==> config.mk <==
export PLATFORM = sky130hd
export DESIGN_NAME = lsu_flat
export DESIGN_NICKNAME = d
export VERILOG_FILES = /design/src/rtl/lsu_pkg.sv /design/src/rtl/lsu_if.sv /design/src/rtl/lsu_lane.sv /design/src/rtl/lsu.sv /design/src/flat_wrapper.sv
export SDC_FILE = /design/constraint.sdc
export NUM_CORES = 1
export LEC_CHECK = 0
export BUFFER_PORTS_ARGS = -buffer_cell sky130_fd_sc_hd__buf_4
export CORE_ASPECT_RATIO = 1.1
export CORE_MARGIN = 2
export CORE_UTILIZATION = 35
export CTS_CLUSTER_DIAMETER = 30
export CTS_CLUSTER_SIZE = 25
export DETAILED_ROUTE_END_ITERATION = 10
export SKIP_LAST_GASP = 1
export SYNTH_ARGS = -nofsm -noshare
export SYNTH_HDL_FRONTEND = slang
export SYNTH_SLANG_ARGS = --single-unit
==> constraint.sdc <==
create_clock -name clk -period 13.87 [get_ports clk]
set_clock_uncertainty 0.2 [all_clocks]
set_input_delay 2.774 -clock clk [delete_from_list [all_inputs] [get_ports clk]]
set_output_delay 2.774 -clock clk [all_outputs]
set_load 0.02 [all_outputs]
==> src/rtl/lsu_pkg.sv <==
// Shared types and helpers for the load/store unit.
// Optional feature: LSU_MISALIGN_TRAP_EN enables misaligned-request trapping in lsu.
package lsu_pkg;

  typedef enum logic [1:0] {
    SIZE_B = 2'b00,
    SIZE_H = 2'b01,
    SIZE_W = 2'b10
  } size_e;

  typedef enum logic [1:0] {
    IDLE,
    ACCESS,
    WRITE,
    RESP
  } state_e;

  // Memory returns addr+0 in the top byte; flip to little-endian lane order.
  function automatic logic [31:0] bswap32(input logic [31:0] d);
    return {d[7:0], d[15:8], d[23:16], d[31:24]};
  endfunction

  // The reserved encoding behaves as a word access.
  function automatic size_e norm_size(input logic [1:0] s);
    case (s)
      2'b00:   return SIZE_B;
      2'b01:   return SIZE_H;
      default: return SIZE_W;
    endcase
  endfunction

  function automatic logic is_misaligned(input size_e s, input logic [1:0] off);
    return ((s == SIZE_H) && off[0]) || ((s == SIZE_W) && (off != 2'b00));
  endfunction

endpackage

==> src/rtl/lsu_if.sv <==
// Request/response and data-memory signals of the load/store unit.
interface lsu_if;
  logic        req_valid;
  logic        req_ready;
  logic        req_we;
  logic [1:0]  req_size;
  logic        req_unsigned;
  logic [31:0] req_addr;
  logic [31:0] req_wdata;
  logic        resp_valid;
  logic [31:0] resp_rdata;
  logic        resp_err;
  logic [31:0] mem_addr;
  logic [31:0] mem_wdata;
  logic        mem_wen;
  logic [31:0] mem_dout;

  modport slave (
    input  req_valid, req_we, req_size, req_unsigned, req_addr, req_wdata, mem_dout,
    output req_ready, resp_valid, resp_rdata, resp_err, mem_addr, mem_wdata, mem_wen
  );

  modport master (
    output req_valid, req_we, req_size, req_unsigned, req_addr, req_wdata, mem_dout,
    input  req_ready, resp_valid, resp_rdata, resp_err, mem_addr, mem_wdata, mem_wen
  );
endinterface

==> src/rtl/lsu_lane.sv <==
// Combinational lane logic: load extraction/extension and store merge on a little-endian word.
module lsu_lane
  import lsu_pkg::*;
(
  input  logic [31:0] w_i,
  input  logic [1:0]  off_i,
  input  size_e       size_i,
  input  logic        unsigned_i,
  input  logic [31:0] wdata_i,
  output logic [31:0] load_o,
  output logic [31:0] merge_o
);

  logic [7:0]  byte_sel;
  logic [15:0] half_sel;

  // Halves ignore off[0]; words ignore the offset entirely.
  assign byte_sel = w_i[{off_i, 3'b000} +: 8];
  assign half_sel = w_i[{off_i[1], 4'b0000} +: 16];

  always_comb begin
    load_o  = w_i;
    merge_o = wdata_i;
    case (size_i)
      SIZE_B: begin
        load_o  = {{24{~unsigned_i & byte_sel[7]}}, byte_sel};
        merge_o = w_i;
        merge_o[{off_i, 3'b000} +: 8] = wdata_i[7:0];
      end
      SIZE_H: begin
        load_o  = {{16{~unsigned_i & half_sel[15]}}, half_sel};
        merge_o = w_i;
        merge_o[{off_i[1], 4'b0000} +: 16] = wdata_i[15:0];
      end
      default: begin
        load_o  = w_i;
        merge_o = wdata_i;
      end
    endcase
  end

endmodule

==> src/rtl/lsu.sv <==
// Load/store unit: one request at a time, word-aligned memory accesses, read-modify-write for sub-word stores.
// Optional feature: define LSU_MISALIGN_TRAP_EN to trap misaligned half/word requests with resp_err.
module lsu
  import lsu_pkg::*;
(
  input logic clk,
  input logic rst,
  lsu_if.slave bus
);

  state_e      state_q, state_d;
  logic        we_q;
  size_e       size_q;
  logic        uns_q;
  logic [31:0] addr_q;
  logic [31:0] wdata_q;
  logic [31:0] rdata_q, rdata_d;
  logic [31:0] merge_q, merge_d;
  logic        err_q;
  logic        accept;
  logic        misalign;
  logic        wen;
  logic [31:0] load_val;
  logic [31:0] merge_val;

  assign accept = bus.req_valid && (state_q == IDLE);

`ifdef LSU_MISALIGN_TRAP_EN
  assign misalign = is_misaligned(norm_size(bus.req_size), bus.req_addr[1:0]);
`else
  assign misalign = 1'b0;
`endif

  lsu_lane u_lane (
    .w_i        (bswap32(bus.mem_dout)),
    .off_i      (addr_q[1:0]),
    .size_i     (size_q),
    .unsigned_i (uns_q),
    .wdata_i    (wdata_q),
    .load_o     (load_val),
    .merge_o    (merge_val)
  );

  always_comb begin
    state_d = state_q;
    rdata_d = rdata_q;
    merge_d = merge_q;
    wen     = 1'b0;
    case (state_q)
      IDLE: begin
        if (bus.req_valid) begin
          rdata_d = 32'h0;
          state_d = misalign ? RESP : ACCESS;
        end
      end
      ACCESS: begin
        if (!we_q) begin
          rdata_d = load_val;
          state_d = RESP;
        end else if (size_q == SIZE_W) begin
          wen     = 1'b1;
          state_d = RESP;
        end else begin
          merge_d = merge_val;
          state_d = WRITE;
        end
      end
      WRITE: begin
        wen     = 1'b1;
        state_d = RESP;
      end
      RESP:    state_d = IDLE;
      default: state_d = IDLE;
    endcase
  end

  always_ff @(posedge clk or posedge rst) begin
    if (rst) begin
      state_q <= IDLE;
      we_q    <= 1'b0;
      size_q  <= SIZE_B;
      uns_q   <= 1'b0;
      addr_q  <= 32'h0;
      wdata_q <= 32'h0;
      rdata_q <= 32'h0;
      merge_q <= 32'h0;
      err_q   <= 1'b0;
    end else begin
      state_q <= state_d;
      rdata_q <= rdata_d;
      merge_q <= merge_d;
      if (accept) begin
        we_q    <= bus.req_we;
        size_q  <= norm_size(bus.req_size);
        uns_q   <= bus.req_unsigned;
        addr_q  <= bus.req_addr;
        wdata_q <= bus.req_wdata;
        err_q   <= misalign;
      end
    end
  end

  assign bus.req_ready  = (state_q == IDLE);
  assign bus.resp_valid = (state_q == RESP);
  assign bus.resp_rdata = rdata_q;
  assign bus.resp_err   = err_q;
  assign bus.mem_addr   = {addr_q[31:2], 2'b00};
  assign bus.mem_wen    = wen;
  // Word stores go out straight from the request; sub-word stores use the merged word.
  assign bus.mem_wdata  = wen ? ((state_q == WRITE) ? merge_q : wdata_q) : 32'h0;

endmodule

==> src/flat_wrapper.sv <==
// flat-port wrapper written by rule: the top's interface ports become plain ports
module lsu_flat import lsu_pkg::*;
  (clk, rst, bus_req_valid, bus_req_we, bus_req_size, bus_req_unsigned, bus_req_addr, bus_req_wdata, bus_mem_dout, bus_req_ready, bus_resp_valid, bus_resp_rdata, bus_resp_err, bus_mem_addr, bus_mem_wdata, bus_mem_wen);
  lsu_if bus_i ();
  input logic clk;
  input logic rst;
  input wire logic [$bits(bus_i.req_valid)-1:0] bus_req_valid;
  input wire logic [$bits(bus_i.req_we)-1:0] bus_req_we;
  input wire logic [$bits(bus_i.req_size)-1:0] bus_req_size;
  input wire logic [$bits(bus_i.req_unsigned)-1:0] bus_req_unsigned;
  input wire logic [$bits(bus_i.req_addr)-1:0] bus_req_addr;
  input wire logic [$bits(bus_i.req_wdata)-1:0] bus_req_wdata;
  input wire logic [$bits(bus_i.mem_dout)-1:0] bus_mem_dout;
  output wire logic [$bits(bus_i.req_ready)-1:0] bus_req_ready;
  output wire logic [$bits(bus_i.resp_valid)-1:0] bus_resp_valid;
  output wire logic [$bits(bus_i.resp_rdata)-1:0] bus_resp_rdata;
  output wire logic [$bits(bus_i.resp_err)-1:0] bus_resp_err;
  output wire logic [$bits(bus_i.mem_addr)-1:0] bus_mem_addr;
  output wire logic [$bits(bus_i.mem_wdata)-1:0] bus_mem_wdata;
  output wire logic [$bits(bus_i.mem_wen)-1:0] bus_mem_wen;
  assign bus_i.req_valid = bus_req_valid;
  assign bus_i.req_we = bus_req_we;
  assign bus_i.req_size = bus_req_size;
  assign bus_i.req_unsigned = bus_req_unsigned;
  assign bus_i.req_addr = bus_req_addr;
  assign bus_i.req_wdata = bus_req_wdata;
  assign bus_i.mem_dout = bus_mem_dout;
  assign bus_req_ready = bus_i.req_ready;
  assign bus_resp_valid = bus_i.resp_valid;
  assign bus_resp_rdata = bus_i.resp_rdata;
  assign bus_resp_err = bus_i.resp_err;
  assign bus_mem_addr = bus_i.mem_addr;
  assign bus_mem_wdata = bus_i.mem_wdata;
  assign bus_mem_wen = bus_i.mem_wen;
  lsu u_core (.clk(clk), .rst(rst), .bus(bus_i));
endmodule
==> run summary, run 1 <==
Final Critical Period - 5.960 ns
Async set-reset flop share out of synthesis - 1.000
Clk sink count - 134
Vias post-DR - 6770
Vias in the first global route - 6653
Post-synth top flop - dfrtp_1
GRT Util Overall - 0.2135
Die X - 145.7 um
WP data required - 10.90 ns
Post-cts resize count - 0
Unique masters post-synth - 47
Crit Path Class - register to primary output
Syn Inst Count - 787
Setup crit end kind - primary output
Max-slew violation count - 0
Worst min-delay path class - register to register
RePlAce Congestion - 0.8963
Worst skew pair latency - 0.42 ns
Initial antenna violation count - 0
Fin. Hold Viols - 0
Hold_buf cts - 0
DR vias/cell - 5.540
Area Growth Syn to Fin - 26.27%
Measured slew at the worst slew-check pin - 1.254 ns
Post-layout nets - 1026
Synthesis-stage register bit count - 134
CTS tree - built
Fmax - 167.8 MHz
Clk pin slew, worst setup/hold paths - 0.06 ns
Worst hold slack - 0.2911 ns
Router iterations before antenna repair - 5
CP max FO - 20
Initial Util - 0.3529
Routed WL per cell - 20.52 um
Data arrival, critical path - 2.99 ns
Post-Syn Area per Cell - 9.817 um2
Ports - 203
Core area - 21890 um2
Port bufs - 199
Relative slew slack - 0.1528
Grt ovf - 0
DIE AREA - 23280 um2
Final Cycle Share - 0.4297
Layout cell share with drive strength beyond 1 - 0.3441
Power density cells - 251.5 nW/um2
YS warnings - 0
Final HPWL from detailed placement - 17360 um
Max Cap Viol - 0
Root buf cell - clkbuf_16
Leak - 4.375 nW
Largest net degree at the start of global routing - 79
Cell Rows - 57
Max VDD drop - 90.75 uV
Startpoint types - register
Post-CTS Setup Bufs - 0
Status - complete, no violations
Setup TNS - 0 ns
Initial DRC count - 530
Mapped Area - 7726 um2
Unrepaired setup endpoints after global routing - false
Global-route wire length before repair - 38900 um
Clock tree buffer depth - 2
Final setup viols - 0
Post-synth EDFFs - 0
Total Routed Length - 25070 um
CTS H-tree lvls - 4
Register area share after synthesis - 0.4340
DIE HEIGHT - 159.8 um
Post-DRT Antenna Nets - 0
Drt drc - 0
Ant. Diodes - 0
Clock buffer count from CTS - 17
==> metrics by stage <==
stage               setup slack, ns    util  cell area, um2  power [mW]  cells
finish                        7.910  0.4456            9756       2.453   1222
global route                  7.740  0.4456            9756       2.605   1222
CTS                           7.913  0.4456            9756       2.466   1222
detailed placement            8.366  0.4178            9148       1.989   1190
global placement              8.454  0.4178            9148       1.971   1190
floorplan                     7.313       -            7734       1.615    789
==> power by group <==
part           total (mW)  switching (mW)  internal (mW)  leakage (nW)
sequential          0.746           0.184          0.562          1.65
combinational        1.24           0.691          0.545          2.43
clock               0.471           0.179          0.292         0.296
==> flip-flops by register name, summed over array words and instances (netlist names) <==
| signal | count |
|---|---|
| u_core.merge_q | 32 |
| u_core.size_q | 2 |
| u_core.wdata_q | 32 |
| u_core.uns_q | 1 |
| u_core.addr_q | 32 |
| u_core.bus.resp_rdata | 32 |
| u_core.we_q | 1 |
| u_core.state_q | 2 |
==> critical path, cell delays in order, from the launching register on <==
cell and delay [ns]:
dfrtp_1 0.39, inv_1 0.10, ha_1 0.25, nand2_1 0.51
nor2_1 0.13, o21ai_2 0.54, buf_4 0.40, nor2_1 0.09
buf_4 0.16
==> cell usage in the layout, fill, tap and decap left out, drive strengths merged, types with 2 or more instances in the layout <==
master / count
buf: 206
dfrtp: 134
nor2: 76
o21ai: 74
mux2: 68
a21oi: 52
mux2i: 36
nand2: 33
o22a: 31
nor2b: 20
o22ai: 20
clkbuf: 20
a221o: 18
a31oi: 17
inv: 15
o2bb2ai: 13
or3: 9
ha: 9
a22o: 8
and3: 7
nand2b: 6
clkinv: 6
o211ai: 5
nor3b: 4
nand3b: 4
a211oi: 4
mux4: 3
a32o: 3
a2bb2oi: 3
conb: 3
bufinv: 3
and3b: 2
and2: 2
nand3: 2
clkinvlp: 2
==> worst paths after layout <==
check	startpoint	to	slack (ns)	depth (start not counted)
min reg2reg	u_core.bus.resp_rdata[8]	u_core.bus.resp_rdata[8]	0.29	2
min	u_core.bus.resp_rdata[8]	u_core.bus.resp_rdata[8]	0.29	2
max in group asynchronous	rst	u_core.size_q[0]	9.56	3
min in group asynchronous	rst	u_core.addr_q[11]	2.25	2
max	u_core.state_q[1]	bus_mem_wdata[30]	7.91	8
max reg2reg	u_core.addr_q[0]	u_core.merge_q[29]	10.74	6
==> final cells by class <==
class / count / area [um2]
Clock buffer: 20 / 456.7
Clock inverter: 12 / 151.4
Tap cell: 295 / 369.1
Fill cell: 2167 / 12140
Multi-Input combinational cell: 541 / 3822
Timing Repair Buffer: 206 / 1546
Inverter: 14 / 55.05
Sequential cell: 134 / 3354
==> metal layers <==
layer	wire [um]	track usage
met3	1414	0.04171
met2	12190	0.3546
met1	11060	0.2858
met5	0	0
met4	403	0.05660
==> kinds of logic (layout without fill, tap and decap cells) <==
group	Yosys count	count (layout)	share of synthesized area
compound gates	253	253	0.2178
simple gates	169	169	0.1053
flops	134	134	0.4340
buf+inv	114	252	0.07336
mux	107	107	0.1545
fa+ha+maj	9	9	0.01458
other cells	1	3	0.0004854
==> cells in the mapped netlist, types with 18 or more instances <==
master      n  area, um2
nor2b_1    20      125.1
clkbuf_1   47      176.4
nand2_1    32      120.1
o22ai_1    20      125.1
buf_4      33      247.7
a21oi_1    52      260.3
o21ai_1    31      155.2
o21ai_0    43      215.2
mux2i_1    36      360.4
a221o_1    18      180.2
dfrtp_1   134       3353
nor2_1     76      285.3
mux2_2     68      765.7
o22a_1     31      271.5
Note: power is estimated with default switching activity, not from simulation.
==> run 2, diff against run 1 <==
--- a/config.mk
+++ b/config.mk
@@ -5,6 +5,7 @@
 export SDC_FILE = /design/constraint.sdc
 export NUM_CORES = 1
 export LEC_CHECK = 0
+export ABC_AREA = 1
 export BUFFER_PORTS_ARGS = -buffer_cell sky130_fd_sc_hd__buf_4
 export CORE_ASPECT_RATIO = 1.1
 export CORE_MARGIN = 2
==> constraint.sdc (replaced) <==
create_clock -name clk -period 5.8 [get_ports clk]
set_clock_uncertainty 0.2 [all_clocks]
set_input_delay 1.16 -clock clk [delete_from_list [all_inputs] [get_ports clk]]
set_output_delay 1.16 -clock clk [all_outputs]
set_load 0.02 [all_outputs]
==> run 2 against run 1 <==
  * Non-clock buffer count increased by 1
  * Sequential power is 130% higher
  * Total power is 130% higher
  * Combinational power grew 120%
  * Sequential cell count stayed put
  * Critical endpoint is now bus_mem_wdata[9]
==> run summary, run 2 <==
R2R depth - 8 (was 6)
Reg2Reg Launch Point - u_core.state_q[1] (was u_core.addr_q[0])
Final setup viols - 0 (unchanged)
CP max FO - 49 (was 20)
Relative slew slack - 0.2293 (was 0.1528)
Post-synth top flop - dfrtp_1 (unchanged)
Synth top area share - 0.4266 (was 0.4340)
Startpoint types - register (unchanged)
Final HPWL from detailed placement - 19060 um (was 17360 um)
Post-layout nets - 1400 (was 1026)
Initial antenna violation count - 0 (unchanged)
Layout cell share with drive strength beyond 1 - 0.2038 (was 0.3441)
Placement Setup Slack - 1.603 ns (was 8.366 ns)
Most frequent cells in the layout - nand2_1 (407), buf_4 (207), nor2_1 (146), dfrtp_1 (134), o21ai_0 (87) (was buf_4 (206), dfrtp_1 (133), nor2_1 (76), mux2_2 (68), a21oi_1 (52))
GRT Util Overall - 0.2179 (was 0.2135)
Data arrival, critical path - 3.24 ns (was 2.99 ns)
Worst skew pair latency - 0.43 ns (was 0.42 ns)
Register area share after synthesis - 0.4266 (was 0.4340)
Post-route setup slack - 1.202 ns (was 7.910 ns)
Proportion of synthesized area in mux cells - 0 (was 0.1545)
Finished Cell Area - 9828 um2 (was 9756 um2)
Vias post-DR - 7809 (was 6770)
Slowest stage delay, CP - 0.68 ns (was 0.54 ns)
Ant. Diodes - 0 (unchanged)
Unrepaired setup endpoints after global routing - false (unchanged)
Routed WL per cell - 16.26 um (was 20.52 um)
Fmax - 217.5 MHz
Mapped Area - 7860 um2 (was 7726 um2)
Crit Path Class - register to primary output (unchanged)
Synth Area in Adders - 0.01433 (was 0.01457)
Main combinational cell family by area after synthesis - simple AND/OR/NAND/NOR gates (was compound AO/OA/AOI/OAI gates)
Cell Rows - 57 (unchanged)
DIE AREA - 23670 um2 (was 23280 um2)
Synth Area in XOR/XNOR - 0 (unchanged)
CTS H-tree lvls - 4 (unchanged)
Hold_buf cts - 0 (unchanged)
Leak - 5.134 nW (was 4.375 nW)
Grt ovf - 0 (unchanged)
Clock tree buffer depth - 2 (unchanged)
Max Cap Viol - 0 (unchanged)
Post-Layout Cell Count - 1595 (was 1222)
Worst hold slack - 0.2771 ns (was 0.2911 ns)
Vias in the first global route - 7350 (was 6653)
Post-CTS Setup Bufs - 0 (unchanged)
Post-Syn Area per Cell - 6.805 um2 (was 9.817 um2)
Worst hold endpoint - u_core.bus.resp_rdata[5] (was u_core.bus.resp_rdata[8])
Router iterations before antenna repair - 5 (unchanged)
Max VDD drop - 290.3 uV (was 90.75 uV)
Post-synth EDFFs - 0 (unchanged)
Status - complete, no violations (unchanged)
Async set-reset flop share out of synthesis - 1.000 (unchanged)
Fin. Hold Viols - 0 (unchanged)
Reg2reg end - u_core.bus.resp_rdata[0] (was u_core.merge_q[29])
Power density cells - 562.1 nW/um2 (was 251.5 nW/um2)
Core area - 22040 um2 (was 21890 um2)
DIE HEIGHT - 161.2 um (was 159.8 um)
Port bufs - 199 (unchanged)
Yosys top cell by area - dfrtp_1 (unchanged)
Crit-path most repeated cell - buf_4
Initial DRC count - 608 (was 530)
Fin util - 0.4460 (was 0.4456)
Cell with the most instances after synthesis - nand2_1 (was dfrtp_1)
Hold Path Depth - 2 (unchanged)
Initial Util - 0.3567 (was 0.3529)
Most instantiated cells after synthesis - nand2_1 (408), nor2_1 (146), dfrtp_1 (134) (was dfrtp_1 (134), nor2_1 (76), mux2_2 (68))
Clock buffer count from CTS - 17 (unchanged)
Total Routed Length - 25930 um (was 25070 um)
Commonest non-fill, non-tap cell in the layout - nand2_1 (was buf_4)
Worst R2R Setup Slack - 2.68 ns (was 10.74 ns)
Worst hold start - u_core.bus.resp_rdata[5] (was u_core.bus.resp_rdata[8])
YS warnings - 0 (unchanged)
Die X - 146.9 um (was 145.7 um)
Setup crit end kind - primary output (unchanged)
Power, Total - 5.525 mW (was 2.453 mW)
Simple-gate area share of the yosys netlist - 0.3343 (was 0.1053)
CTS tree - built (unchanged)
Drt drc - 0 (unchanged)
Setup TNS - 0 ns (unchanged)
CP cell instances - inv_1 > ha_1 > buf_4 > inv_2 > o21ai_0 > nand2_1 > a21oi_1 > buf_4 (was inv_1 > ha_1 > nand2_1 > nor2_1 > o21ai_2 > buf_4 > nor2_1 > buf_4)
Max-slew violation count - 0 (unchanged)
Synth top area cells - dfrtp_1 (43%), nand2_1 (19%), nor2_1 (7.0%) (was dfrtp_1 (43%), mux2_2 (9.9%), mux2i_1 (4.7%))
RePlAce Congestion - 0.9261 (was 0.8963)
Post-cts resize count - 0 (unchanged)
Area Growth Syn to Fin - 25.04% (was 26.27%)
Post-DRT Antenna Nets - 0 (unchanged)
Unique masters post-synth - 27 (was 47)
Slowest-stage cell, CP - nand2_1 (was o21ai_2)
Clk sink count - 134 (unchanged)
Dpl cell area - 9251 um2 (was 9148 um2)
Syn Inst Count - 1155 (was 787)
Placed Cells incl. Taps - 1564 (was 1190)
DR vias/cell - 4.896 (was 5.540)
Final Critical Period - 4.598 ns
Worst min-delay path class - register to register (unchanged)
Root buf cell - clkbuf_16 (unchanged)
Crit path buf inv count - 4 (was 3)
WP data required - 4.44 ns (was 10.90 ns)
Clk pin slew, worst setup/hold paths - 0.06 ns (about the same)
Ports - 203 (unchanged)
Compound-Gate Fraction of Synth Area - 0.1168 (was 0.2178)
Global-route wire length before repair - 40390 um (was 38900 um)
Final Cycle Share - 0.7928
Delay-heaviest family, CP - buffers and inverters (was simple AND/OR/NAND/NOR gates)
Largest net degree at the start of global routing - 71 (was 79)
Measured slew at the worst slew-check pin - 1.153 ns (was 1.254 ns)
Synthesis-stage register bit count - 134 (unchanged)
## run 2: changes by cell type after synthesis, sizes merged, moves of 20 or more
cell    change
a21oi      +34
clkbuf     -20
inv        +64
mux2       -68
mux2i      -36
nand2     +381
nand3      +79
nor2       +74
nor2b      -20
o22a       -31
o22ai      -20
## run 2: routing by layer
layer  vias to the layer above  GRT usage  share of wire
met5                         -          0              0
li1                       3869          -              -
met2                       321     0.3470           0.46
met3                        39    0.04520          0.075
met1                      3580     0.2941           0.44
met4                         0    0.07944          0.023
## run 2: worst register-to-register path: stages, from the launching register on
cell and delay [ns]:
dfrtp_1 0.40, inv_1 0.12, ha_1 0.31, nand2_2 0.34, o21ai_0 0.23, nand3_1 0.45
inv_1 0.69, nand4_1 0.21, nand2_1 0.10
## run 2: kinds of logic (layout without fill, tap and decap cells)
group | Yosys count | after routing
and+or+nand+nor | 657 | 657
buffers and inverters | 174 | 317
other | 1 | 3
AOI/OAI and AO/OA | 180 | 180
adders and majority gates | 9 | 9
DFF | 134 | 134
## run 2: worst max-delay path by stage
stage / startpoint / endpoint / slack (ns) / cells past startpoint
floorplan: rst / u_core.addr_q[0] / 0.86 / 1
detailed placement: u_core.state_q[0] / bus_mem_wdata[9] / 1.60 / 8
CTS: u_core.state_q[0] / bus_mem_wdata[9] / 1.12 / 8
global route: u_core.state_q[0] / bus_mem_wdata[31] / 0.83 / 8
global placement: u_core.state_q[0] / bus_mem_wdata[16] / 1.72 / 8
finish: u_core.state_q[0] / bus_mem_wdata[9] / 1.20 / 8
## run 2: report_power, final
part / leakage, nW / internal [mW] / total [mW] / switching (mW)
clock network: 0.280 / 0.634 / 1.08 / 0.449
logic: 3.20 / 0.924 / 2.76 / 1.84
registers: 1.66 / 1.34 / 1.68 / 0.336
## run 2: final cells by class
cell class,instances,area [um2]
Fill cell,2311,12210
Clock inverter,14,151.4
Tap cell,295,369.1
Inverter,79,302.8
Clock buffer,17,425.4
Multi-Input combinational cell,849,3672
Timing Repair Buffer,207,1554
Sequential cell,134,3353
==> run 3, diff against run 2 <==
--- a/config.mk
+++ b/config.mk
@@ -5,7 +5,7 @@
 export SDC_FILE = /design/constraint.sdc
 export NUM_CORES = 1
 export LEC_CHECK = 0
-export ABC_AREA = 1
+export ABC_AREA = 0
 export BUFFER_PORTS_ARGS = -buffer_cell sky130_fd_sc_hd__buf_4
 export CORE_ASPECT_RATIO = 1.1
 export CORE_MARGIN = 2
==> constraint.sdc (replaced) <==
create_clock -name clk -period 4.3 [get_ports clk]
set_clock_uncertainty 0.2 [all_clocks]
set_input_delay 0.86 -clock clk [delete_from_list [all_inputs] [get_ports clk]]
set_output_delay 0.86 -clock clk [all_outputs]
set_load 0.02 [all_outputs]
==> run 3 against run 2 <==
  * Sequential power rose by 45%
  * Utilization is 0.58 points higher
  * Combinational power rose by 45%
  * Setup slack got worse by 0.58 ns
  * Clock power is 53% higher
  * Sequential share of layout area is 0.22 points lower
  * Cell area up 0.64%
  * Count of clock-buffer cells in the layout increased by 3
  * Critical path depth up 1
  * Register-to-register slack worse by 1.2 ns
  * Total power increased by 46%
  * Final cell count decreased by 23%
  * Largest power group unchanged
==> run summary, run 3 (synthesis gave the netlist of run 1 again) <==
DIE AREA - 23280 um2 (was 23670 um2)
Power density cells - 815.3 nW/um2 (was 562.1 nW/um2)
Post-DRT Antenna Nets - 0 (unchanged)
Setup TNS - 0 ns (unchanged)
Status - complete, no violations (unchanged)
CTS H-tree lvls - 4 (unchanged)
Fin. Hold Viols - 0 (unchanged)
Routed WL per cell - 20.56 um (was 16.26 um)
CTS tree - built (unchanged)
Cell Rows - 57 (unchanged)
DR vias/cell - 5.421 (was 4.896)
Core area - 21890 um2 (was 22040 um2)
Switching power total - 3.394 mW (was 2.625 mW)
Root buf cell - clkbuf_16 (unchanged)
Clk pin slew, worst setup/hold paths - 0.06 ns (about the same)
Fmax - 272.2 MHz
Seq pwr share - 0.301 (was 0.304)
Post-Layout Cell Count - 1230 (was 1595)
CP max FO - 19 (was 49)
Max Cap Viol - 0 (unchanged)
Worst min-delay path class - register to register (unchanged)
Area Growth Syn to Fin - 28.02% (was 25.04%)
Final Critical Period - 3.674 ns
Crit Path Class - register to primary output (unchanged)
WP data required - 3.24 ns (was 4.44 ns)
Relative slew slack - 0.3007 (was 0.2293)
Logic pwr share - 0.495 (was 0.500)
Post-cts resize count - 0 (unchanged)
DIE HEIGHT - 159.8 um (was 161.2 um)
Switching Fraction - 0.4209 (was 0.4751)
Max-slew violation count - 0 (unchanged)
Data arrival, critical path - 2.61 ns (was 3.24 ns)
Port bufs - 199 (unchanged)
Initial DRC count - 407 (was 608)
Clock Power Share - 0.204 (was 0.196)
Final setup viols - 0 (unchanged)
Router iterations before antenna repair - 5 (unchanged)
Filler cell count - 2181 (was 2311)
GRT Util Overall - 0.2203 (was 0.2179)
Crit-path most repeated cell - buf_4 (unchanged)
Worst hold slack - 0.2896 ns (was 0.2771 ns)
Post-layout nets - 1035 (was 1400)
Slowest-stage cell, CP - o21ai_2 (was nand2_1)
Clock tree buffer depth - 2 (unchanged)
Ant. Diodes - 0 (unchanged)
Most frequent cells in the layout - buf_4 (214), dfrtp_1 (134), nor2_1 (76), mux2_2 (68), a21oi_1 (52) (was nand2_1 (407), buf_4 (207), nor2_1 (146), dfrtp_1 (134), o21ai_0 (87))
Initial antenna violation count - 0 (unchanged)
Power, Total - 8.064 mW (was 5.525 mW)
Final HPWL from detailed placement - 17960 um (was 19060 um)
Placed Cells incl. Taps - 1199 (was 1564)
Global-route wire length before repair - 39690 um (was 40390 um)
Worst skew pair latency - 0.42 ns (was 0.43 ns)
Setup crit end kind - primary output (unchanged)
Largest net degree at the start of global routing - 72 (was 71)
Max VDD drop - 314.3 uV (was 290.3 uV)
Fin util - 0.4517 (was 0.4460)
Final Cycle Share - 0.8545
RePlAce Congestion - 0.9124 (was 0.9261)
Vias in the first global route - 6630 (was 7350)
Startpoint types - register (unchanged)
Leak - 4.443 nW (was 5.134 nW)
Finished Cell Area - 9891 um2 (was 9828 um2)
Post-CTS Setup Bufs - 0 (unchanged)
Grt ovf - 0 (unchanged)
Layout cell share with drive strength beyond 1 - 0.3497 (was 0.2038)
Vias post-DR - 6668 (was 7809)
Clk sink count - 134 (unchanged)
Drt drc - 0 (unchanged)
Crit path buf inv count - 4 (unchanged)
Initial Util - 0.3529 (was 0.3567)
CP cell instances - inv_1 > ha_1 > nand2_1 > buf_4 > nor2_1 > o21ai_2 > buf_4 > nor2_1 > buf_4 (was inv_1 > ha_1 > buf_4 > inv_2 > o21ai_0 > nand2_1 > a21oi_1 > buf_4)
Ports - 203 (unchanged)
Post-route setup slack - 0.6259 ns (was 1.202 ns)
Clock buffer count from CTS - 17 (unchanged)
Commonest non-fill, non-tap cell in the layout - buf_4 (was nand2_1)
Die X - 145.7 um (was 146.9 um)
Measured slew at the worst slew-check pin - 1.049 ns (was 1.153 ns)
Placement Setup Slack - 1.076 ns (was 1.603 ns)
Total Routed Length - 25290 um (was 25930 um)
Power Internal - 4.670 mW (was 2.900 mW)
Dpl cell area - 9228 um2 (was 9251 um2)
Slowest stage delay, CP - 0.51 ns (was 0.68 ns)
Unrepaired setup endpoints after global routing - false (unchanged)
Delay-heaviest family, CP - buffers and inverters (unchanged)
Hold_buf cts - 0 (unchanged)
[run 3: cell count changes in the layout (fill, tap and decap cells not counted), moves of 29 or more]
cell / change
inv_1: -61
nand2_1: -376
mux2_2: +68
mux2i_1: +36
nand3_1: -79
o21ai_1: +29
o22a_1: +31
o21ai_0: -44
a21oi_1: -34
nor2_1: -70
[run 3: path summary, 6_finish.rpt]
kind                                                from                         to  slack [ns]  cells after the start
worst min-delay path            u_core.bus.resp_rdata[6]   u_core.bus.resp_rdata[6]        0.29                      2
min in group asynchronous                            rst   u_core.bus.resp_rdata[1]        0.41                      2
max in group asynchronous                            rst         u_core.merge_q[29]        2.64                      3
worst min register to register  u_core.bus.resp_rdata[6]   u_core.bus.resp_rdata[6]        0.29                      2
worst max register to register         u_core.state_q[0]  u_core.bus.resp_rdata[29]        1.51                      6
worst max-delay path                   u_core.state_q[1]          bus_mem_wdata[10]        0.63                      9
[run 3: per-layer routing]
metal / GRT usage / up-vias / wire length, um
li1: - / 3117 / -
met5: 0 / - / 0
met3: 0.03943 / 31 / 1387
met2: 0.3563 / 209 / 12260
met1: 0.3027 / 3311 / 11120
met4: 0.06506 / 0 / 534
[run 3: power groups by stage]
stage	Combinational [mW]	Clock, mW	Sequential (mW)
2_1_floorplan	3.01	0	2.20
3_3_place_gp	3.94	0	2.44
3_5_place_dp	4.00	0	2.44
4_1_cts	4.01	1.67	2.42
5_1_grt	4.35	1.73	2.50
6_report	3.99	1.65	2.43
[run 3: cell type report]
cell class,count,area [um2],area share
Clock inverter,11,196.4,0.01986
Clock buffer,20,466.7,0.04719
Sequential cell,134,3353,0.3390
Multi-Input combinational cell,541,3822,0.3865
Inverter,14,56.30,0.005693
Tap cell,295,369.1,0.03732
Timing Repair Buffer,215,1627,0.1645
[run 3: worst min-delay path, stage by stage, from the launching register on]
cell	delay [ns]
dfrtp_1	0.34
nand2_1	0.05
o21ai_1	0.06
